## config.mk

```make
export PLATFORM = sky130hd
export DESIGN_NAME = vga_timing_gen_flat
export DESIGN_NICKNAME = d
export VERILOG_FILES = /design/src/rtl/vga_timing_gen_if.sv /design/src/rtl/vga_timing_gen.sv /design/src/flat_wrapper.sv
export SDC_FILE = /design/constraint.sdc
export NUM_CORES = 1
export LEC_CHECK = 0
export CAP_MARGIN = 20
export CORE_ASPECT_RATIO = 1.25
export CORE_MARGIN = 2
export CORE_UTILIZATION = 54
export CTS_CLUSTER_SIZE = 25
export DETAILED_ROUTE_END_ITERATION = 6
export PLACE_DENSITY = 0.9
export SKIP_CTS_REPAIR_TIMING = 1
export SYNTH_ARGS = -nofsm -noshare
export SYNTH_HDL_FRONTEND = slang
export SYNTH_SLANG_ARGS = --single-unit
```

## constraint.sdc

```tcl
create_clock -name clk -period 2.4 [get_ports clk]
set_input_delay 0.48 -clock clk [delete_from_list [all_inputs] [get_ports clk]]
set_output_delay 0.48 -clock clk [all_outputs]
set_load 0.03 [all_outputs]
```

## src/rtl/vga_timing_gen_if.sv

```systemverilog
// Raster timing bundle: pixel enable, coordinates, DE, active-low syncs, frame pulse.
// No flow control; the consumer samples every clk and qualifies with pixel_tick.
interface vga_timing_gen_if;
    logic       pixel_tick;
    logic [9:0] x;
    logic [9:0] y;
    logic       DE;
    logic       h_sync;
    logic       v_sync;
    logic       frame_start;

    modport master (
        output pixel_tick, x, y, DE, h_sync, v_sync, frame_start
    );

    modport slave (
        input  pixel_tick, x, y, DE, h_sync, v_sync, frame_start
    );
endinterface

```

## src/rtl/vga_timing_gen.sv

```systemverilog
// Raster timing generator: clk divider to pixel enable, h/v counters, registered DE/sync decode.
// Outputs land on the edge after pixel_tick (first (0,0) at clk CLK_DIV after reset release); no backpressure.
module vga_timing_gen #(
    parameter int H_ACTIVE = 640,
    parameter int H_FP     = 16,
    parameter int H_SYNC   = 96,
    parameter int H_BP     = 48,
    parameter int V_ACTIVE = 480,
    parameter int V_FP     = 10,
    parameter int V_SYNC   = 2,
    parameter int V_BP     = 33,
    parameter int CLK_DIV  = 4
) (
    input  logic              clk,
    input  logic              reset,
    vga_timing_gen_if.master  vga
);
    localparam int H_TOTAL  = H_ACTIVE + H_FP + H_SYNC + H_BP;
    localparam int V_TOTAL  = V_ACTIVE + V_FP + V_SYNC + V_BP;
    localparam int HS_START = H_ACTIVE + H_FP;
    localparam int HS_END   = HS_START + H_SYNC;
    localparam int VS_START = V_ACTIVE + V_FP;
    localparam int VS_END   = VS_START + V_SYNC;

    localparam int                DIV_W    = (CLK_DIV > 1) ? $clog2(CLK_DIV) : 1;
    localparam logic [DIV_W-1:0]  DIV_LAST = DIV_W'(CLK_DIV - 1);
    localparam logic [9:0]        H_LAST   = 10'(H_TOTAL - 1);
    localparam logic [9:0]        V_LAST   = 10'(V_TOTAL - 1);

    logic [DIV_W-1:0] div_cnt;
    logic             tick;
    logic [9:0]       x_q, y_q, x_nxt, y_nxt;
    logic             x_wrap;
    logic             de_q, hs_q, vs_q, fs_q;
    logic             de_nxt, hs_nxt, vs_nxt;

    assign tick = (div_cnt == DIV_LAST);

    // Decode is taken from the next coordinates so the registered flags line up with x/y.
    always_comb begin
        x_wrap = (x_q == H_LAST);
        x_nxt  = x_wrap ? 10'd0 : x_q + 10'd1;
        y_nxt  = y_q;
        if (x_wrap) begin
            y_nxt = (y_q == V_LAST) ? 10'd0 : y_q + 10'd1;
        end
        de_nxt = ({1'b0, x_nxt} < 11'(H_ACTIVE)) && ({1'b0, y_nxt} < 11'(V_ACTIVE));
        hs_nxt = !(({1'b0, x_nxt} >= 11'(HS_START)) && ({1'b0, x_nxt} < 11'(HS_END)));
        vs_nxt = !(({1'b0, y_nxt} >= 11'(VS_START)) && ({1'b0, y_nxt} < 11'(VS_END)));
    end

    always_ff @(posedge clk or negedge reset) begin
        if (!reset) begin
            div_cnt <= '0;
            x_q     <= H_LAST;
            y_q     <= V_LAST;
            de_q    <= 1'b0;
            hs_q    <= 1'b1;
            vs_q    <= 1'b1;
            fs_q    <= 1'b0;
        end else begin
            div_cnt <= tick ? '0 : div_cnt + DIV_W'(1);
            fs_q    <= 1'b0;
            if (tick) begin
                x_q  <= x_nxt;
                y_q  <= y_nxt;
                de_q <= de_nxt;
                hs_q <= hs_nxt;
                vs_q <= vs_nxt;
                fs_q <= (x_nxt == 10'd0) && (y_nxt == 10'd0);
            end
        end
    end

    assign vga.pixel_tick  = tick;
    assign vga.x           = x_q;
    assign vga.y           = y_q;
    assign vga.DE          = de_q;
    assign vga.h_sync      = hs_q;
    assign vga.v_sync      = vs_q;
    assign vga.frame_start = fs_q;
endmodule

```

## src/flat_wrapper.sv

```systemverilog
// flat-port wrapper written by rule: the top's interface ports become plain ports
module vga_timing_gen_flat 
#(
    parameter int H_ACTIVE = 640,
    parameter int H_FP     = 16,
    parameter int H_SYNC   = 96,
    parameter int H_BP     = 48,
    parameter int V_ACTIVE = 480,
    parameter int V_FP     = 10,
    parameter int V_SYNC   = 2,
    parameter int V_BP     = 33,
    parameter int CLK_DIV  = 4
)
  (clk, reset, vga_pixel_tick, vga_x, vga_y, vga_DE, vga_h_sync, vga_v_sync, vga_frame_start);
  vga_timing_gen_if vga_i ();
  input  logic clk;
  input  logic reset;
  output wire logic [$bits(vga_i.pixel_tick)-1:0] vga_pixel_tick;
  output wire logic [$bits(vga_i.x)-1:0] vga_x;
  output wire logic [$bits(vga_i.y)-1:0] vga_y;
  output wire logic [$bits(vga_i.DE)-1:0] vga_DE;
  output wire logic [$bits(vga_i.h_sync)-1:0] vga_h_sync;
  output wire logic [$bits(vga_i.v_sync)-1:0] vga_v_sync;
  output wire logic [$bits(vga_i.frame_start)-1:0] vga_frame_start;
  assign vga_pixel_tick = vga_i.pixel_tick;
  assign vga_x = vga_i.x;
  assign vga_y = vga_i.y;
  assign vga_DE = vga_i.DE;
  assign vga_h_sync = vga_i.h_sync;
  assign vga_v_sync = vga_i.v_sync;
  assign vga_frame_start = vga_i.frame_start;
  vga_timing_gen #(.H_ACTIVE(H_ACTIVE), .H_FP(H_FP), .H_SYNC(H_SYNC), .H_BP(H_BP), .V_ACTIVE(V_ACTIVE), .V_FP(V_FP), .V_SYNC(V_SYNC), .V_BP(V_BP), .CLK_DIV(CLK_DIV)) u_core (.clk(clk), .reset(reset), .vga(vga_i));
endmodule
```

==> results of run 1 <==
[registers in the layout (all words and copies together), names as in the netlist]
signal                  flops
u_core.vga.v_sync           1
u_core.vga.x               10
u_core.vga.h_sync           1
u_core.vga.DE               1
u_core.vga.frame_start      1
u_core.div_cnt              2
u_core.vga.y               10
[how the worst max path moves through the flow]
stage,start,endpoint,slack [ns],depth (start not counted)
after floorplan,u_core.vga.x[0],u_core.vga.DE,0.27,6
after global placement,u_core.vga.x[0],u_core.vga.DE,0.28,7
after detailed placement,u_core.vga.x[0],u_core.vga.DE,0.20,7
after CTS,u_core.vga.x[0],u_core.vga.DE,0.17,7
after global routing,u_core.vga.x[0],u_core.vga.DE,0.04,7
final,u_core.vga.x[0],u_core.vga.DE,0.17,7
[report_power, final]
group | leakage (uW) | switching, uW | internal (uW)
clock network | 0.0000228 | 138 | 119
logic | 0.000457 | 8.03 | 2.49
registers | 0.000311 | 0 | 439
[worst max-delay path, cell delays in order (launching register included)]
cell	delay, ns
dfstp_2	0.61
ha_1	0.24
and3_4	0.25
and4_4	0.33
nand2_1	0.08
xor2_1	0.15
nor3_1	0.30
o32ai_2	0.14
[logic make-up (layout without fill, tap and decap cells)]
kind of cell,Yosys count,after routing,share of synthesized area (%)
XOR/XNOR,12,12,5.68
adder cells (fa/ha/maj),5,5,3.38
flip-flops,26,26,35.9
multiplexers,5,5,2.91
AND/OR/NAND/NOR,80,80,25.8
buffers and inverters,23,42,8.11
AO/OA/AOI/OAI,48,48,18.2
[stage by stage]
stage               cell area (sq um)  std cells  worst slack [ns]  power (uW)  util (%)
floorplan                        1850        199             0.273         447         -
global placement                 2070        251             0.279         458      63.7
detailed placement               2070        251             0.201         458      63.7
CTS                              2120        255             0.165         714      65.1
global route                     2120        255            0.0400         730      65.1
finish                           2120        255             0.169         706      65.1
[layout by cell type (no fill, tap or decap), types with 2 or more instances in the layout]
cell type / Yosys / layout
a21oi_1: 6 / 6
a22oi_1: 4 / 4
a31oi_1: 6 / 6
and3_1: 6 / 6
and4_1: 4 / 4
buf_4: 3 / 5
clkbuf_8: 0 / 3
clkdlybuf4s50_1: 0 / 26
dfrtp_1: 14 / 14
dfstp_2: 12 / 12
ha_1: 5 / 5
inv_1: 7 / 7
mux2_2: 3 / 3
mux2i_1: 2 / 2
nand2_1: 14 / 14
nand3_1: 10 / 10
nand4_1: 4 / 4
nand4b_1: 2 / 2
nor2_1: 22 / 22
nor3_1: 5 / 5
o211ai_1: 3 / 3
o21a_1: 2 / 2
o21ai_0: 12 / 12
o31ai_1: 3 / 3
o32ai_1: 2 / 2
xnor2_1: 8 / 8
xor2_1: 4 / 4
[cell type report]
| cell class | instances | area, sq um |
|---|---|---|
| Clock buffer | 4 | 45.0 |
| Fill cell | 279 | 1130 |
| Inverter | 7 | 26.3 |
| Multi-Input combinational cell | 150 | 1040 |
| Sequential cell | 26 | 666 |
| Tap cell | 37 | 46.3 |
| Timing Repair Buffer | 31 | 298 |
[layer usage]
| metal | wire (microns) | track usage, % |
|---|---|---|
| met2 | 1910 | 30.5 |
| met1 | 1750 | 30.9 |
| met4 | 69 | 8.20 |
| met5 | 0 | 0 |
| met3 | 184 | 2.80 |
==> results.sh, run 1 <==
export IMPL_synth_edf_count=0
export IMPL_seq_area_frac_synth_pct=35.9
export IMPL_synth_most_common_cell="nor2_1"
export IMPL_numCtsBuffers=3
export IMPL_synth_ff_type="dfrtp_1"
export IMPL_cts_tree="done"
export IMPL_grt_max_degree=27
export IMPL_crit_required_ns=2.55
export IMPL_power_leakage_uw=0.000791
export IMPL_avgSynthCellArea_sq_um=9.31
export IMPL_groute_usage_overall_pct=20.8
export IMPL_syn_num_nets=206
export IMPL_hold_start="u_core.div_cnt[0]"
export IMPL_port_buffers=26
export IMPL_final_nets=226
export IMPL_dr_pass1_iters=4
export IMPL_crit_path_max_fanout=14
export IMPL_r2r_slack_ns=0.17
export IMPL_grt_pass1_vias=1444
export IMPL_cts_max_level=1
export IMPL_synth_warnings=0
export IMPL_vdd_ir_drop_max_mv=0.364
export IMPL_cp_end_kind="flip-flop"
export IMPL_die_area_sq_um=3920
export IMPL_gp_congestion=0.865
export IMPL_reg2reg_depth=7
export IMPL_wl_mm=3.92
export IMPL_rows=23
export IMPL_holdPathEnd="u_core.div_cnt[0]"
export IMPL_drt_initial_drc_count=54
export IMPL_min_delay_path_depth=1
export IMPL_drv_slew=0
export IMPL_slew_headroom_pct=76.8
export IMPL_worst_pin_slew_ns=0.344
export IMPL_drc=0
export IMPL_rsz0062_at_grt="false"
export IMPL_grt_pass1_wl_mm=6.65
export IMPL_finalSetupTns_ns=0
export IMPL_ant_nets=0
export IMPL_viasPerCell=6.18
export IMPL_setup_violations_final=0
export IMPL_r2r_end="u_core.vga.DE"
export IMPL_clkLatencyLatePin_ns=0.27
export IMPL_hold_viol_final=0
export IMPL_fmax_mhz=448
export IMPL_drive_gt1_share_pct=15.6
export IMPL_min_path_type="flip-flop to flip-flop"
export IMPL_critical_path_arrival_ns=2.38
export IMPL_maxCapViolations=0
export IMPL_syn_area_sq_um=1850
export IMPL_postSynth_asyncResetShare_pct=100
export IMPL_clk_pin_slew_ns=0.09
export IMPL_io_pins=27
export IMPL_cts_buffer_depth=2
export IMPL_die_w_microns=56.4
export IMPL_clk_root_buffer_cell="clkbuf_8"
export IMPL_fin_worst_skew_ns=0.00304
export IMPL_num_vias=1577
export IMPL_dp_hpwl_mm=2.80
export IMPL_ys_top_cells_by_count="22 x nor2_1, 14 x dfrtp_1, 14 x nand2_1, 12 x dfstp_2, 12 x o21ai_0"
export IMPL_wl_per_cell_microns=15.4
export IMPL_syn_to_final_growth_pct=14.3
export IMPL_period_share_pct=92.9
export IMPL_start_util_pct=56.9
export IMPL_power_density_nw_per_um2=334
export IMPL_antennaDiodeCount=0
export IMPL_grt_overflow=0
export IMPL_fin_crit_ns=2.23
export IMPL_numClockSinks=26
export IMPL_antenna_found_initial=0
export IMPL_synthCells=199
export IMPL_startpoint_type="flip-flop"
export IMPL_critical_path_class="flip-flop to flip-flop"
export IMPL_synthDominantCellAreaShare_pct=18.9
export IMPL_hold_slack_ns=0.444
export IMPL_ys_ff_latch=26
export IMPL_core_area_sq_um=3250
export IMPL_status="finished, final reports clean"
export IMPL_dieHeight_microns=69.5
export IMPL_r2r_start="u_core.vga.x[0]"
export IMPL_synth_largest_area_cell="dfrtp_1"
export IMPL_yosysUniqueCellTypes=52
export IMPL_synthTopCellsByArea="dfrtp_1 19%, dfstp_2 17%, nor2_1 4.5%"
No activity file was read; power rests on OpenSTA's default activity.
==> inputs of run 2 (changes only) <==
--- a/config.mk
+++ b/config.mk
@@ -8,10 +8,10 @@
 export CAP_MARGIN = 20
 export CORE_ASPECT_RATIO = 1.25
 export CORE_MARGIN = 2
-export CORE_UTILIZATION = 54
+export CORE_UTILIZATION = 37
 export CTS_CLUSTER_SIZE = 25
 export DETAILED_ROUTE_END_ITERATION = 6
-export PLACE_DENSITY = 0.9
+export PLACE_DENSITY = 0.69
 export SKIP_CTS_REPAIR_TIMING = 1
 export SYNTH_ARGS = -nofsm -noshare
 export SYNTH_HDL_FRONTEND = slang
==> results.sh, run 2 (same netlist as run 1, synthesis figures left out) <==
export IMPL_drv_slew=0
export IMPL_fmax_mhz=446
export IMPL_clk_root_buffer_cell="clkbuf_8"
export IMPL_power_leakage_uw=0.000812
export IMPL_vdd_ir_drop_max_mv=0.212
export IMPL_ant_nets=0
export IMPL_final_nets=229
export IMPL_grt_max_degree=27
export IMPL_wl_mm=4.29
export IMPL_crit_slowest_cell="dfstp_2"
export IMPL_finalPower_uw=742
export IMPL_final_common_cell="clkdlybuf4s50_1"
export IMPL_most_common_layout_cells="26 x clkdlybuf4s50_1, 22 x nor2_1, 14 x nand2_1, 14 x dfrtp_1"
export IMPL_gp_congestion=0.916
export IMPL_drive_gt1_share_pct=17.2
export IMPL_dieHeight_microns=83.1
export IMPL_antennaDiodeCount=0
export IMPL_period_share_pct=93.5
export IMPL_die_w_microns=67.3
export IMPL_clkLatencyLatePin_ns=0.27
export IMPL_crit_path_max_incr_delay_ns=0.61
export IMPL_worstPathCellList="ha_1 > and3_4 > and4_4 > nand2_1 > xor2_1 > nor3_1 > o32ai_2"
export IMPL_slew_headroom_pct=74.3
export IMPL_drc=0
export IMPL_startpoint_type="flip-flop"
export IMPL_io_pins=27
export IMPL_critPathBufInv=0
export IMPL_crit_path_max_fanout=14
export IMPL_numCtsBuffers=3
export IMPL_drt_initial_drc_count=133
export IMPL_core_area_sq_um=4760
export IMPL_hold_viol_final=0
export IMPL_numClockSinks=26
export IMPL_worst_pin_slew_ns=0.385
export IMPL_die_area_sq_um=5590
export IMPL_cp_top_family="simple AND/OR/NAND/NOR gates"
export IMPL_maxCapViolations=0
export IMPL_finalSetupTns_ns=0
export IMPL_fin_worst_skew_ns=0.00246
export IMPL_cp_end_kind="flip-flop"
export IMPL_fin_crit_ns=2.24
export IMPL_start_util_pct=38.9
export IMPL_num_vias=1555
export IMPL_dr_pass1_iters=4
export IMPL_port_buffers=26
export IMPL_cts_max_level=1
export IMPL_groute_usage_overall_pct=16.6
export IMPL_setup_violations_final=0
export IMPL_critical_path_arrival_ns=2.40
export IMPL_grt_overflow=0
export IMPL_cts_buffer_depth=2
export IMPL_grt_pass1_vias=1460
export IMPL_wl_per_cell_microns=15.2
export IMPL_clk_pin_slew_ns=0.09
export IMPL_power_density_nw_per_um2=340
export IMPL_grt_pass1_wl_mm=7.44
export IMPL_cts_tree="done"
export IMPL_status="finished, final reports clean"
export IMPL_rsz0062_at_grt="false"
export IMPL_min_path_type="flip-flop to flip-flop"
export IMPL_antenna_found_initial=0
export IMPL_dp_hpwl_mm=3.14
export IMPL_syn_to_final_growth_pct=17.6
export IMPL_viasPerCell=5.53
export IMPL_critical_path_class="flip-flop to flip-flop"
export IMPL_rows=28
export IMPL_crit_required_ns=2.55
==> run 2: changes by cell type in the layout (fill, tap and decap cells not counted) <==
cell      before  now
clkbuf_1       1    0
buf_4          5    8
clkbuf_8       3    4
==> run 2: area by class of cell <==
type | instances | area, sq um
clock buffers | 4 | 55.1
fillers | 477 | 2590
inverters | 7 | 26.3
multi-input cells | 150 | 1040
flip-flops and latches | 26 | 666
well taps | 60 | 75.1
repair buffers | 34 | 320
==> run 2: path summary, 6_finish.rpt <==
path | depth (start not counted) | start | endpoint | slack (ns)
worst max-delay path | 7 | u_core.vga.x[0] | u_core.vga.DE | 0.16
worst min-delay path | 1 | u_core.div_cnt[0] | u_core.div_cnt[0] | 0.44
worst max register to register | 7 | u_core.vga.x[0] | u_core.vga.DE | 0.16
worst min register to register | 1 | u_core.div_cnt[0] | u_core.div_cnt[0] | 0.44
max in group asynchronous | 2 | reset | u_core.vga.h_sync | 1.54
min in group asynchronous | 2 | reset | u_core.vga.y[0] | 0.56
==> run 2: report_power, final <==
part           leakage (uW)  internal, uW  switching [uW]
Sequential         0.000311           439               0
Combinational      0.000473          2.49            8.36
Clock             0.0000288           147             145
Total              0.000812           588             153
==> run 2: routing by layer <==
metal | global-route usage (%) | vias up | part of all wire, %
met2 | 26.1 | 41 | 51
met4 | 4.45 | 0 | 1.1
met3 | 1.76 | 4 | 3.2
met5 | 0 | - | 0
met1 | 24.0 | 739 | 45
li1 | - | 771 | -
==> run 2: through the flow <==
stage / instance area (sq um) / hold WS [ns] / worst slack [ns] / cells / util, %
finish: 2180 / 0.441 / 0.157 / 281 / 45.7
global route: 2180 / 0.447 / 0.0795 / 281 / 45.7
CTS: 2180 / 0.442 / 0.175 / 281 / 45.7
detailed placement: 2120 / 0.428 / 0.208 / 277 / 44.6
global placement: 2120 / 0.416 / 0.263 / 277 / 44.6
floorplan: 1850 / 0.184 / 0.273 / 199 / -
==> inputs of run 3 (changes only) <==
--- a/config.mk
+++ b/config.mk
@@ -5,6 +5,7 @@
 export SDC_FILE = /design/constraint.sdc
 export NUM_CORES = 1
 export LEC_CHECK = 0
+export ABC_CLOCK_PERIOD_IN_PS = 2400
 export CAP_MARGIN = 20
 export CORE_ASPECT_RATIO = 1.25
 export CORE_MARGIN = 2
@@ -16,3 +17,4 @@
 export SYNTH_ARGS = -nofsm -noshare
 export SYNTH_HDL_FRONTEND = slang
 export SYNTH_SLANG_ARGS = --single-unit
+export TNS_END_PERCENT = 10
==> results of run 3 <==
Same layout as run 2: the final DEF is identical, and so are final timing and power.
